## src/rtl/lcd_pkg.sv

```systemverilog
// Shared types and constants for the HD44780 write-only bus driver.
// Optional power-on wait (macro LCD_POWERON_WAIT_EN) is handled in lcd_bus_driver.
package lcd_pkg;

    // Bus sequencing states; PWRON is only reachable when the power-on wait is built in.
    typedef enum logic [2:0] {
        IDLE,
        SETUP,
        PULSE,
        HOLD,
        EXEC,
        PWRON
    } lcd_state_e;

    // Default timing in clock cycles for a 50 MHz clock.
    localparam int unsigned LCD_SETUP_CYC_DEF     = 2;       // 40 ns address setup
    localparam int unsigned LCD_PULSE_CYC_DEF     = 12;      // 240 ns enable pulse
    localparam int unsigned LCD_HOLD_CYC_DEF      = 2;       // 40 ns data hold
    localparam int unsigned LCD_EXEC_CYC_DEF      = 2000;    // 40 us normal execution
    localparam int unsigned LCD_LONG_EXEC_CYC_DEF = 80000;   // 1.6 ms clear / home
    localparam int unsigned LCD_POWERON_CYC_DEF   = 750000;  // 15 ms after power-up

    // Clear display (0x01) and return home (0x02/0x03) need the long execution wait.
    function automatic logic is_long_cmd(input logic rs, input logic [7:0] data);
        return (!rs) && (data[7:2] == 6'd0) && (data[1:0] != 2'd0);
    endfunction

    function automatic int unsigned max2(input int unsigned a, input int unsigned b);
        return (a > b) ? a : b;
    endfunction

endpackage

```

## src/rtl/lcd_timer.sv

```systemverilog
// Loadable down-counter used to time every phase of the LCD bus cycle.
// The count is loaded on phase entry and the phase ends when it reaches 1;
// it saturates at 1 so it can never wrap while the driver is idle.
module lcd_timer #(
    parameter int unsigned CNT_W = 8
) (
    input  logic             clk,
    input  logic             load_i,
    input  logic [CNT_W-1:0] load_value_i,
    output logic             last_o,
    output logic             last_next_o
);

    logic [CNT_W-1:0] count_q;
    logic [CNT_W-1:0] count_d;

    // Next count: load takes priority, otherwise count down towards 1.
    always_comb begin
        count_d = count_q;
        if (load_i) begin
            count_d = load_value_i;
        end else if (count_q > CNT_W'(1)) begin
            count_d = count_q - CNT_W'(1);
        end
    end

    // Count register; it is always loaded before a phase relies on it.
    always_ff @(posedge clk) begin
        count_q <= count_d;
    end

    assign last_o      = (count_q == CNT_W'(1));
    assign last_next_o = (count_d == CNT_W'(1));

endmodule

```

## src/rtl/lcd_bus_driver.sv

```systemverilog
// HD44780 write-only bus timing engine. Takes one byte per valid/ready command,
// drives RS/DB with setup, EN pulse and hold, waits out the execution time and
// pulses done in the final wait cycle.
// Define LCD_POWERON_WAIT_EN to hold the driver in a power-on wait after every reset.
module lcd_bus_driver
    import lcd_pkg::*;
#(
    parameter int unsigned SETUP_CYC     = LCD_SETUP_CYC_DEF,
    parameter int unsigned PULSE_CYC     = LCD_PULSE_CYC_DEF,
    parameter int unsigned HOLD_CYC      = LCD_HOLD_CYC_DEF,
    parameter int unsigned EXEC_CYC      = LCD_EXEC_CYC_DEF,
    parameter int unsigned LONG_EXEC_CYC = LCD_LONG_EXEC_CYC_DEF,
    parameter int unsigned POWERON_CYC   = LCD_POWERON_CYC_DEF
) (
    input  logic       clk,
    input  logic       reset,
    input  logic       cmd_valid,
    input  logic       cmd_rs,
    input  logic [7:0] cmd_data,
    output logic       cmd_ready,
    output logic       done,
    output logic       lcd_rs,
    output logic       lcd_rw,
    output logic       lcd_en,
    output logic [7:0] lcd_data
);

    localparam int unsigned MAX_CYC = max2(max2(max2(SETUP_CYC, PULSE_CYC), max2(HOLD_CYC, EXEC_CYC)),
                                           max2(LONG_EXEC_CYC, POWERON_CYC));
    localparam int unsigned CNT_W   = $clog2(MAX_CYC) + 1;

    lcd_state_e       state_q, state_d;
    logic             lcd_rs_q, lcd_rs_d;
    logic [7:0]       lcd_data_q, lcd_data_d;
    logic             lcd_en_q, lcd_en_d;
    logic             done_q, done_d;
    logic             timer_load;
    logic [CNT_W-1:0] timer_value;
    logic             timer_last;
    logic             timer_last_next;

    lcd_timer #(
        .CNT_W (CNT_W)
    ) u_timer (
        .clk          (clk),
        .load_i       (timer_load),
        .load_value_i (timer_value),
        .last_o       (timer_last),
        .last_next_o  (timer_last_next)
    );

    // Next state, captured command and timer load for each phase entry.
    always_comb begin
        state_d     = state_q;
        lcd_rs_d    = lcd_rs_q;
        lcd_data_d  = lcd_data_q;
        timer_load  = 1'b0;
        timer_value = CNT_W'(SETUP_CYC);
        unique case (state_q)
            IDLE: begin
                if (cmd_valid) begin
                    state_d     = SETUP;
                    lcd_rs_d    = cmd_rs;
                    lcd_data_d  = cmd_data;
                    timer_load  = 1'b1;
                    timer_value = CNT_W'(SETUP_CYC);
                end
            end
            SETUP: begin
                if (timer_last) begin
                    state_d     = PULSE;
                    timer_load  = 1'b1;
                    timer_value = CNT_W'(PULSE_CYC);
                end
            end
            PULSE: begin
                if (timer_last) begin
                    state_d     = HOLD;
                    timer_load  = 1'b1;
                    timer_value = CNT_W'(HOLD_CYC);
                end
            end
            HOLD: begin
                if (timer_last) begin
                    state_d     = EXEC;
                    timer_load  = 1'b1;
                    // The latched byte is still on the bus, so classify it from there.
                    timer_value = is_long_cmd(lcd_rs_q, lcd_data_q) ? CNT_W'(LONG_EXEC_CYC)
                                                                    : CNT_W'(EXEC_CYC);
                end
            end
            EXEC: begin
                if (timer_last) begin
                    state_d = IDLE;
                end
            end
            PWRON: begin
                if (timer_last) begin
                    state_d = IDLE;
                end
            end
            default: begin
                state_d = IDLE;
            end
        endcase
        if (reset) begin
            lcd_rs_d   = 1'b0;
            lcd_data_d = 8'h00;
`ifdef LCD_POWERON_WAIT_EN
            state_d     = PWRON;
            timer_load  = 1'b1;
            timer_value = CNT_W'(POWERON_CYC);
`else
            state_d     = IDLE;
`endif
        end
    end

    // Registered pin values derived from the state being entered.
    always_comb begin
        lcd_en_d = (state_d == PULSE);
        done_d   = (state_d == EXEC) && timer_last_next;
    end

    // State and output registers.
    always_ff @(posedge clk) begin
        state_q    <= state_d;
        lcd_rs_q   <= lcd_rs_d;
        lcd_data_q <= lcd_data_d;
        lcd_en_q   <= lcd_en_d;
        done_q     <= done_d;
    end

    assign cmd_ready = (state_q == IDLE) && !reset;
    assign done      = done_q;
    assign lcd_rs    = lcd_rs_q;
    assign lcd_rw    = 1'b0;
    assign lcd_en    = lcd_en_q;
    assign lcd_data  = lcd_data_q;

endmodule

```

## config.mk

```make
export PLATFORM = sky130hd
export DESIGN_NAME = lcd_bus_driver
export DESIGN_NICKNAME = d
export VERILOG_FILES = /design/src/rtl/lcd_pkg.sv /design/src/rtl/lcd_timer.sv /design/src/rtl/lcd_bus_driver.sv
export SDC_FILE = /design/constraint.sdc
export NUM_CORES = 1
export LEC_CHECK = 0
export BUFFER_PORTS_ARGS = -buffer_cell sky130_fd_sc_hd__clkbuf_2
export CAP_MARGIN = 20
export CORE_MARGIN = 4
export CORE_UTILIZATION = 50
export DETAILED_ROUTE_END_ITERATION = 6
export PLACE_DENSITY = 0.73
export SKIP_CTS_REPAIR_TIMING = 1
export SLEW_MARGIN = 30
export SYNTH_ARGS = -nofsm -noshare
export SYNTH_HDL_FRONTEND = slang
export SYNTH_SLANG_ARGS = --single-unit
```

## constraint.sdc

```tcl
create_clock -name clk -period 2.64 [get_ports clk]
set_input_delay 0.132 -clock clk [delete_from_list [all_inputs] [get_ports clk]]
set_output_delay 0.132 -clock clk [all_outputs]
set_load 0.05 [all_outputs]
```

[Yosys cells after proc, flatten, opt, wreduce, memory -nomap -nowiden]
Cells that the tools add are included.
Word-level totals
  input bits: 12
  bits in latches: 0
  register bits: 35
  word-level logic and storage cells: 45
  ROM bits: 0
  memories kept: 0
  output and inout port bits: 13
  memory bits (writable): 0
Cells by class
  div/mod/pow operators: 0
  $mul: 0
  $lt $le $gt $ge: 1
  multiplexer cells: 16
  bitwise gates (word level): 0
  equal/unequal tests: 9
  $add $sub $neg: 1
  shift-type cells: 0
  reductions and logical operators: 12
Operator list (number)
  $eq A21 B1 Y1 const B: 2
  $mux W21: 2
  $mux W17: 2
  $pmux W17 S2: 1
  $gt A21 B1 Y1 const B: 1
  $sub A21 B1 Y21 const B: 1
  $mux W3: 6
  $pmux W3 S5: 1
  $eq A3 B2 Y1 const B: 3
  $eq A3 B3 Y1 const B: 3
  $logic_not A6 Y1: 1
  $logic_and A1 B1 Y1: 4
  $mux W4: 1
  $eq A3 B1 Y1 const B: 1
  $logic_not A3 Y1: 1
  $reduce_or A3 Y1: 1
  $logic_not A1 Y1: 2
  $mux W1: 2
  $pmux W1 S2: 1
  $reduce_and A2 Y1: 1
  $reduce_bool A2 Y1: 1
  $reduce_or A2 Y1: 1

[Logic depth before layout (Yosys ltp)]
Gate-level depths: netlist of run 1.
  depth after elaboration: 9
  gate-level depth with buffers: 10
  gate-level depth less buffers: 9

[Hierarchy]
A second synthesis of run 1 with hierarchy kept.
Unflattened totals
  cells, all modules: 261
  area, all modules: 2083.2 µm²
Modules (own cells, without submodules)
  lcd_timer: instances 1, seq. area each 420.4 µm², area each 1422.6 µm², cells an instance 178
  lcd_bus_driver: instances 1, seq. area each 280.3 µm², area each 660.6 µm², cells an instance 83

[Least setup slack after synthesis of run 1]
No wires, ideal clock.
  kind: reg-to-reg
  from: reg u_timer.count_q[0]
  to: reg done_q (netlist: done)
  cell stages (with the launch flop): 10
  data arrival time: 2.739 ns
  period minus slack after synthesis: 2.827 ns
  library setup time: 0.088 ns
  path buffers: 2
  data required time: 2.552 ns
  setup slack: -0.187 ns
  path through: dfxtp_1 -> or4_4 -> buf_6 -> or4_4 -> buf_6 -> o21ai_4 -> mux2_2 -> nor4_1 -> nand4b_1 -> nor4_2
Between the ends
  cells in the longest elaborated chain, start to end: 6
  elaborated cells between the ends (all ways): 19
  those cells by class: 1 x add/sub; 1 x order compare; 3 x eq/ne; 13 x mux; 1 x reduce/logical
Ends and longest elaborated chain
  from (decl): line lcd_timer.sv:14  | logic [CNT_W-1:0] count_q;
  from (signal assigned): line lcd_timer.sv:29  | count_q <= count_d;
  branches (longest 5 deep; another with $sub A21 B1 Y21)
  $logic_and A1 B1 Y1 *: line lcd_bus_driver.sv:122  | done_d = (state_d == EXEC) && timer_last_next;
  named net done_d: line lcd_bus_driver.sv:36  | logic done_q, done_d;
  to (signal assigned): line lcd_bus_driver.sv:131  | done_q <= done_d;
  to (decl): line lcd_bus_driver.sv:36
Mark *: on every way through the listed nets, which the timed path passes.
A chain may end at the register's enable or synchronous reset.

[Worst setup path after layout of run 1]
  from: reg u_timer.count_q[6]
  to: reg done_q (netlist: done)
Same word-level chain as after synthesis.

==> flow_metrics.py, run 1 <==
metrics = {
    "clocking": {
        "cts.clk_slew.worst_paths_ns": 0.07,
        "cts_sinks": 35,
        "htree_levels": 2,
        "clk_latency_ns": 0.29,
        "clock_path_buffers": 2,
        "cts_made_buffers": 5,
        "cts.root.buffer_cell": "clkbuf_8",
        "cts_tree": "done",
    },
    "min_path": {
        "worstHoldPathType": "input pin to flop",
    },
    "floorplan": {
        "io_pins": 25,
        "coreArea_um2": 3800,
        "fp.dieArea_um2": 5170,
        "rows": 22,
        "fp.dieW_um": 71.9,
        "initial_core_util": 0.538,
        "die_height_um": 71.9,
    },
    "yosys": {
        "synth_area_leader_cell": "dfxtp_1",
        "syn_area_um2": 2040,
        "postSynthCellCount": 246,
        "seq_area_frac_synth": 0.343,
        "netlist_top_cells_area": "dfxtp_1 34%, nand2_1 5.3%, a21oi_1 4.2%",
        "ys_top_cells_by_count": "35 x dfxtp_1, 29 x nand2_1, 18 x nor2_1",
        "yosysWarnings": 0,
        "synth-edff-count": 0,
        "ys.flop_type": "dfxtp_1",
        "syn_nets": 260,
        "yosysUniqueCellTypes": 56,
        "ys_ff_latch": 35,
        "avgSynthCellArea_um2": 8.30,
        "yosys.cell_count.top_type": "dfxtp_1",
        "synthDominantCellAreaShare": 0.343,
        "async_reset_ff_frac": 0,
    },
    "job": {
        "maxCapViolations": 0,
    },
    "worst_setup_path": {
        "worstPathRequired_ns": 2.84,
        "slowest_stage": "or4_4",
        "path_max_fanout": 6,
        "critPathTopFamily": "simple AND/OR/NAND/NOR gates",
        "critPathLaunchType": "flop",
        "path_cells": "or4_4, buf_4, nor4_2, buf_4, o211ai_1, mux2i_1, nand2_1, or4_4, nor4_4",
        "crit_type": "flop to flop",
        "cp_data_arrival_time_ns": 3.10,
        "crit_path_end_kind": "flop",
        "critPathMaxStageDelay_ns": 0.55,
        "path_buf_inv": 2,
    },
    "grt": {
        "grt_pass1_vias": 1982,
        "grt-ovfl-total": 0,
        "grt_max_degree": 15,
        "grt_pass1_wl_mm": 9.45,
        "grt_usage": 0.231,
        "antenna_found_initial": 0,
    },
    "route": {
        "vias": 2146,
        "dr.pass1.iters": 5,
        "ant_nets": 0,
        "initialDrtViolationCount": 141,
        "wire_per_inst_um": 16.6,
        "routed_wl_mm": 6.01,
        "drc_errors": 0,
        "post_drt_via_cell_ratio": 5.93,
    },
    "sta": {
        "timing.slew.headroom": 0.521,
        "finalSetupTns_ns": -0.253,
        "setup_ws_ns": -0.253,
        "layout_min_cycle_time_ns": 2.89,
        "clock_skew_ns": 0.00867,
        "rsz0062_at_grt": "true",
        "worstMarginPinSlew_ns": 0.715,
        "max_freq_mhz": 346,
        "setup_violations": 1,
        "maxSlewViolCount": 0,
        "hold_viol": 0,
        "whs_ns": 0.0636,
        "final.period_utilization": 1.10,
    },
    "layout": {
        "instances_no_fill": 362,
        "postLayoutCoreUtil": 0.712,
        "regArea_um2": 701,
        "nNetsFinal": 327,
        "final.fill_count": 297,
        "drive_gt1_frac": 0.376,
        "syn_to_final_growth_pct": 32.5,
        "antenna_cells": 0,
        "multiInputGateArea_um2": 1320,
    },
    "power_and_ir_drop": {
        "powerDensity_nw_per_um2": 1260,
        "total_leakage_power_nw": 1.19,
        "ir_drop_mv": 0.643,
    },
    "status": {
        "violations": "setup timing",
        "status": "finished with violations",
    },
    "placed_design": {
        "pre_cts_slack_ns": -0.228,
        "hpwlAfterDp_mm": 4.29,
        "dp.cells": 354,
        "portBuffers": 23,
        "gp_congestion": 0.940,
    },
}
[report_power, final]
group          switching [mW]  internal (mW)  leakage [nW]
combinational            1.19           1.04         0.855
clock                   0.191          0.238        0.0515
sequential             0.0962          0.654         0.286
[tightest hold or removal path, stage by stage]
cell and delay (ns):
clkbuf_2 0.08, nand2_1 0.04, a21oi_1 0.05
[cells by family (layout without fill, tap and decap cells)]
family                     Yosys count  count (layout)  synth area share
DFF                                 35              35             0.343
and+or+nand+nor                    120             120             0.338
adders and majority gates            2               2            0.0123
xor gates and xnor gates             9               9            0.0386
AOI/OAI and AO/OA                   54              54             0.188
muxes                                5               5            0.0257
buffers and inverters               20              88            0.0527
other                                1               1           0.00184
[registers in the layout, summed over array words and instances, names as in the netlist]
register	cells
done	1
lcd_data	8
lcd_rs	1
u_timer.count_q	21
state_q	3
lcd_en	1
[placed cells by master (no fill, tap or decap), types with 3 or more instances in the layout]
cell type,synthesis,layout
dfxtp_1,35,35
nor3_1,9,9
inv_1,4,4
nand4_1,5,5
a21oi_1,17,17
o211ai_1,5,5
nor4_1,11,8
clkbuf_8,0,7
o21ai_0,7,7
or3_1,4,4
nand3_1,6,5
buf_4,2,53
nor2b_1,5,5
nand2_1,29,29
mux2i_1,3,3
or4_4,6,6
nand2b_1,3,3
or2_2,4,4
a211o_1,3,3
or4_2,4,4
or4_1,3,3
xnor2_1,8,8
nor2_1,18,18
clkbuf_2,0,23
[metrics by stage]
| stage | instance area [um2] | total power [mW] |
|---|---|---|
| 6_report | 2710 | 3.40 |
| 3_5_place_dp | 2530 | 2.75 |
| 5_1_grt | 2710 | 3.60 |
| 2_1_floorplan | 2050 | 1.99 |
| 3_3_place_gp | 2530 | 2.73 |
| 4_1_cts | 2630 | 3.20 |
[layer usage]
layer	vias to the layer above	global-route usage	share of wire
li1	1041	-	-
met1	1002	0.301	0.41
met2	87	0.376	0.48
met3	16	0.0526	0.080
met4	0	0.0814	0.024
met5	-	0	0
[area by class of cell]
type	count	area share
multi-input cells	191	0.487
flip-flops and latches	35	0.259
repair buffers	76	0.190
clock buffers	8	0.0370
well taps	48	0.0222
inverters	4	0.00555
[worst paths after layout]
check                          start  slack (ns)  depth (start not counted)          end
setup reg to reg  u_timer.count_q[6]       -0.25                          9         done
hold / removal           cmd_data[1]        0.06                          3  lcd_data[1]
setup / recovery  u_timer.count_q[6]       -0.25                          9         done
hold reg to reg          lcd_data[1]        0.47                          2  lcd_data[1]
(Power assumes the default switching activity.)
==> run 2, diff against run 1 <==
CORE_UTILIZATION = 52   (was 50)
PLACE_DENSITY = 0.75   (was 0.73)
==> flow_metrics.py, run 2 (synthesis gave the netlist of run 1 again) <==
metrics = {
    "status": {
        "status": "finished with violations",
        "violations": "setup timing",
    },
    "power_and_ir_drop": {
        "powerDensity_nw_per_um2": 1270,
        "p_clk_frac": 0.110,
        "ir_drop_mv": 0.700,
        "p_sw_frac": 0.445,
        "comb_power_share": 0.673,
        "switchingPower_mw": 1.54,
        "internal_power_mw": 1.93,
        "total_leakage_power_nw": 1.19,
        "seqPwrFrac": 0.217,
    },
    "grt": {
        "grt_util_met2": 0.375,
        "grt_usage": 0.225,
        "grt_max_degree": 15,
        "globalRouteMet1Util": 0.284,
        "grt_pass1_vias": 1935,
        "gr-max-usage-layer": "met2",
        "grt-ovfl-total": 0,
        "met3_usage": 0.0540,
        "grt_pass1_wl_mm": 9.08,
        "antenna_found_initial": 0,
    },
    "clocking": {
        "clk_latency_ns": 0.29,
        "cts_tree": "done",
        "htree_levels": 2,
        "cts_sinks": 35,
        "clock_path_buffers": 2,
        "cts.clk_slew.worst_paths_ns": 0.07,
        "cts_made_buffers": 5,
        "cts.root.buffer_cell": "clkbuf_8",
    },
    "sta": {
        "max_freq_mhz": 347,
        "worstMarginPinSlew_ns": 0.642,
        "layout_min_cycle_time_ns": 2.88,
        "final.period_utilization": 1.09,
        "timing.slew.headroom": 0.568,
        "rsz0062_at_grt": "true",
        "whs_ns": 0.0498,
        "hold_viol": 0,
        "setup_ws_ns": -0.243,
        "clock_skew_ns": 0.00433,
        "setup_violations": 1,
        "finalSetupTns_ns": -0.243,
        "maxSlewViolCount": 0,
    },
    "layout": {
        "largest_register_ffs": 21,
        "regArea_um2": 701,
        "final_common_cell": "buf_4",
        "mostFrequentLayoutCells": "53 x buf_4, 35 x dfxtp_1, 29 x nand2_1",
        "top_register": "u_timer.count_q",
        "final_cell_area_um2": 2720,
        "nNetsFinal": 328,
        "final.fill_count": 269,
        "postLayoutCoreUtil": 0.733,
        "drive_gt1_frac": 0.378,
        "syn_to_final_growth_pct": 33.4,
        "antenna_cells": 0,
        "multiInputGateArea_um2": 1340,
    },
    "floorplan": {
        "io_pins": 25,
        "fp.dieArea_um2": 4990,
        "rows": 22,
        "coreArea_um2": 3720,
        "fp.dieW_um": 70.7,
        "die_height_um": 70.7,
        "initial_core_util": 0.549,
    },
    "worst_setup_path": {
        "critPathLaunchType": "flop",
        "crit_type": "flop to flop",
        "crit_path_end_kind": "flop",
        "reg2reg_depth": 9,
        "cp_data_arrival_time_ns": 3.09,
        "reg2reg_slack_ns": -0.24,
        "worstPathRequired_ns": 2.85,
        "path_max_fanout": 11,
    },
    "route": {
        "initialDrtViolationCount": 152,
        "vias": 2233,
        "drc_errors": 0,
        "post_drt_via_cell_ratio": 6.15,
        "wire_per_inst_um": 16.7,
        "dr.pass1.iters": 5,
        "ant_nets": 0,
        "routed_wl_mm": 6.06,
    },
    "job": {
        "maxCapViolations": 0,
    },
    "min_path": {
        "worstHoldPathType": "input pin to flop",
        "min_delay_path_depth": 3,
    },
    "placed_design": {
        "portBuffers": 23,
        "hpwlAfterDp_mm": 4.25,
        "gp_congestion": 1.06,
        "dpl_cell_area_um2": 2500,
        "pre_cts_slack_ns": -0.141,
    },
}
## run 2: final timing paths
kind,from,to
max,u_timer.count_q[6],done
min,cmd_data[7],lcd_data[7]
max reg2reg,u_timer.count_q[6],done
min reg2reg,lcd_data[3],lcd_data[3]
## run 2: power by group through the flow
stage / Sequential [mW] / Clock (mW) / Combinational, mW
after global placement: 0.749 / 0 / 1.95
final: 0.753 / 0.382 / 2.34
after global routing: 0.768 / 0.402 / 2.50
after detailed placement: 0.754 / 0 / 1.98
after floorplan: 0.792 / 0 / 1.19
after CTS: 0.742 / 0.381 / 2.00
## run 2: area by class of cell
type,count,area share
multi-input combinational,191,0.493
sequential,35,0.257
timing repair buffer,77,0.192
clock buffer,7,0.0280
tap,48,0.0220
inverter,4,0.00551
clock inverter,1,0.00184
## run 2: stage by stage
| step | std cells | power, mW |
|---|---|---|
| global placement | 351 | 2.70 |
| finish | 363 | 3.47 |
| floorplan | 246 | 1.99 |
| CTS | 359 | 3.12 |
| detailed placement | 351 | 2.74 |
| global route | 363 | 3.67 |
## run 2: routing by layer
metal  vias up  wire (um)
li1       1043          -
met1      1048       2430
met2       108       2890
met3        34        478
met4         0        256
met5         -          0
## run 2: worst max-delay path: stages, from the launching register on
cell and delay (ns):
dfxtp_1 0.33, or4_4 0.56, buf_4 0.18, nor3_4 0.25, a31oi_1 0.16, buf_4 0.21
o211ai_1 0.11, nand3_1 0.22, or4_4 0.58, nor4_4 0.21
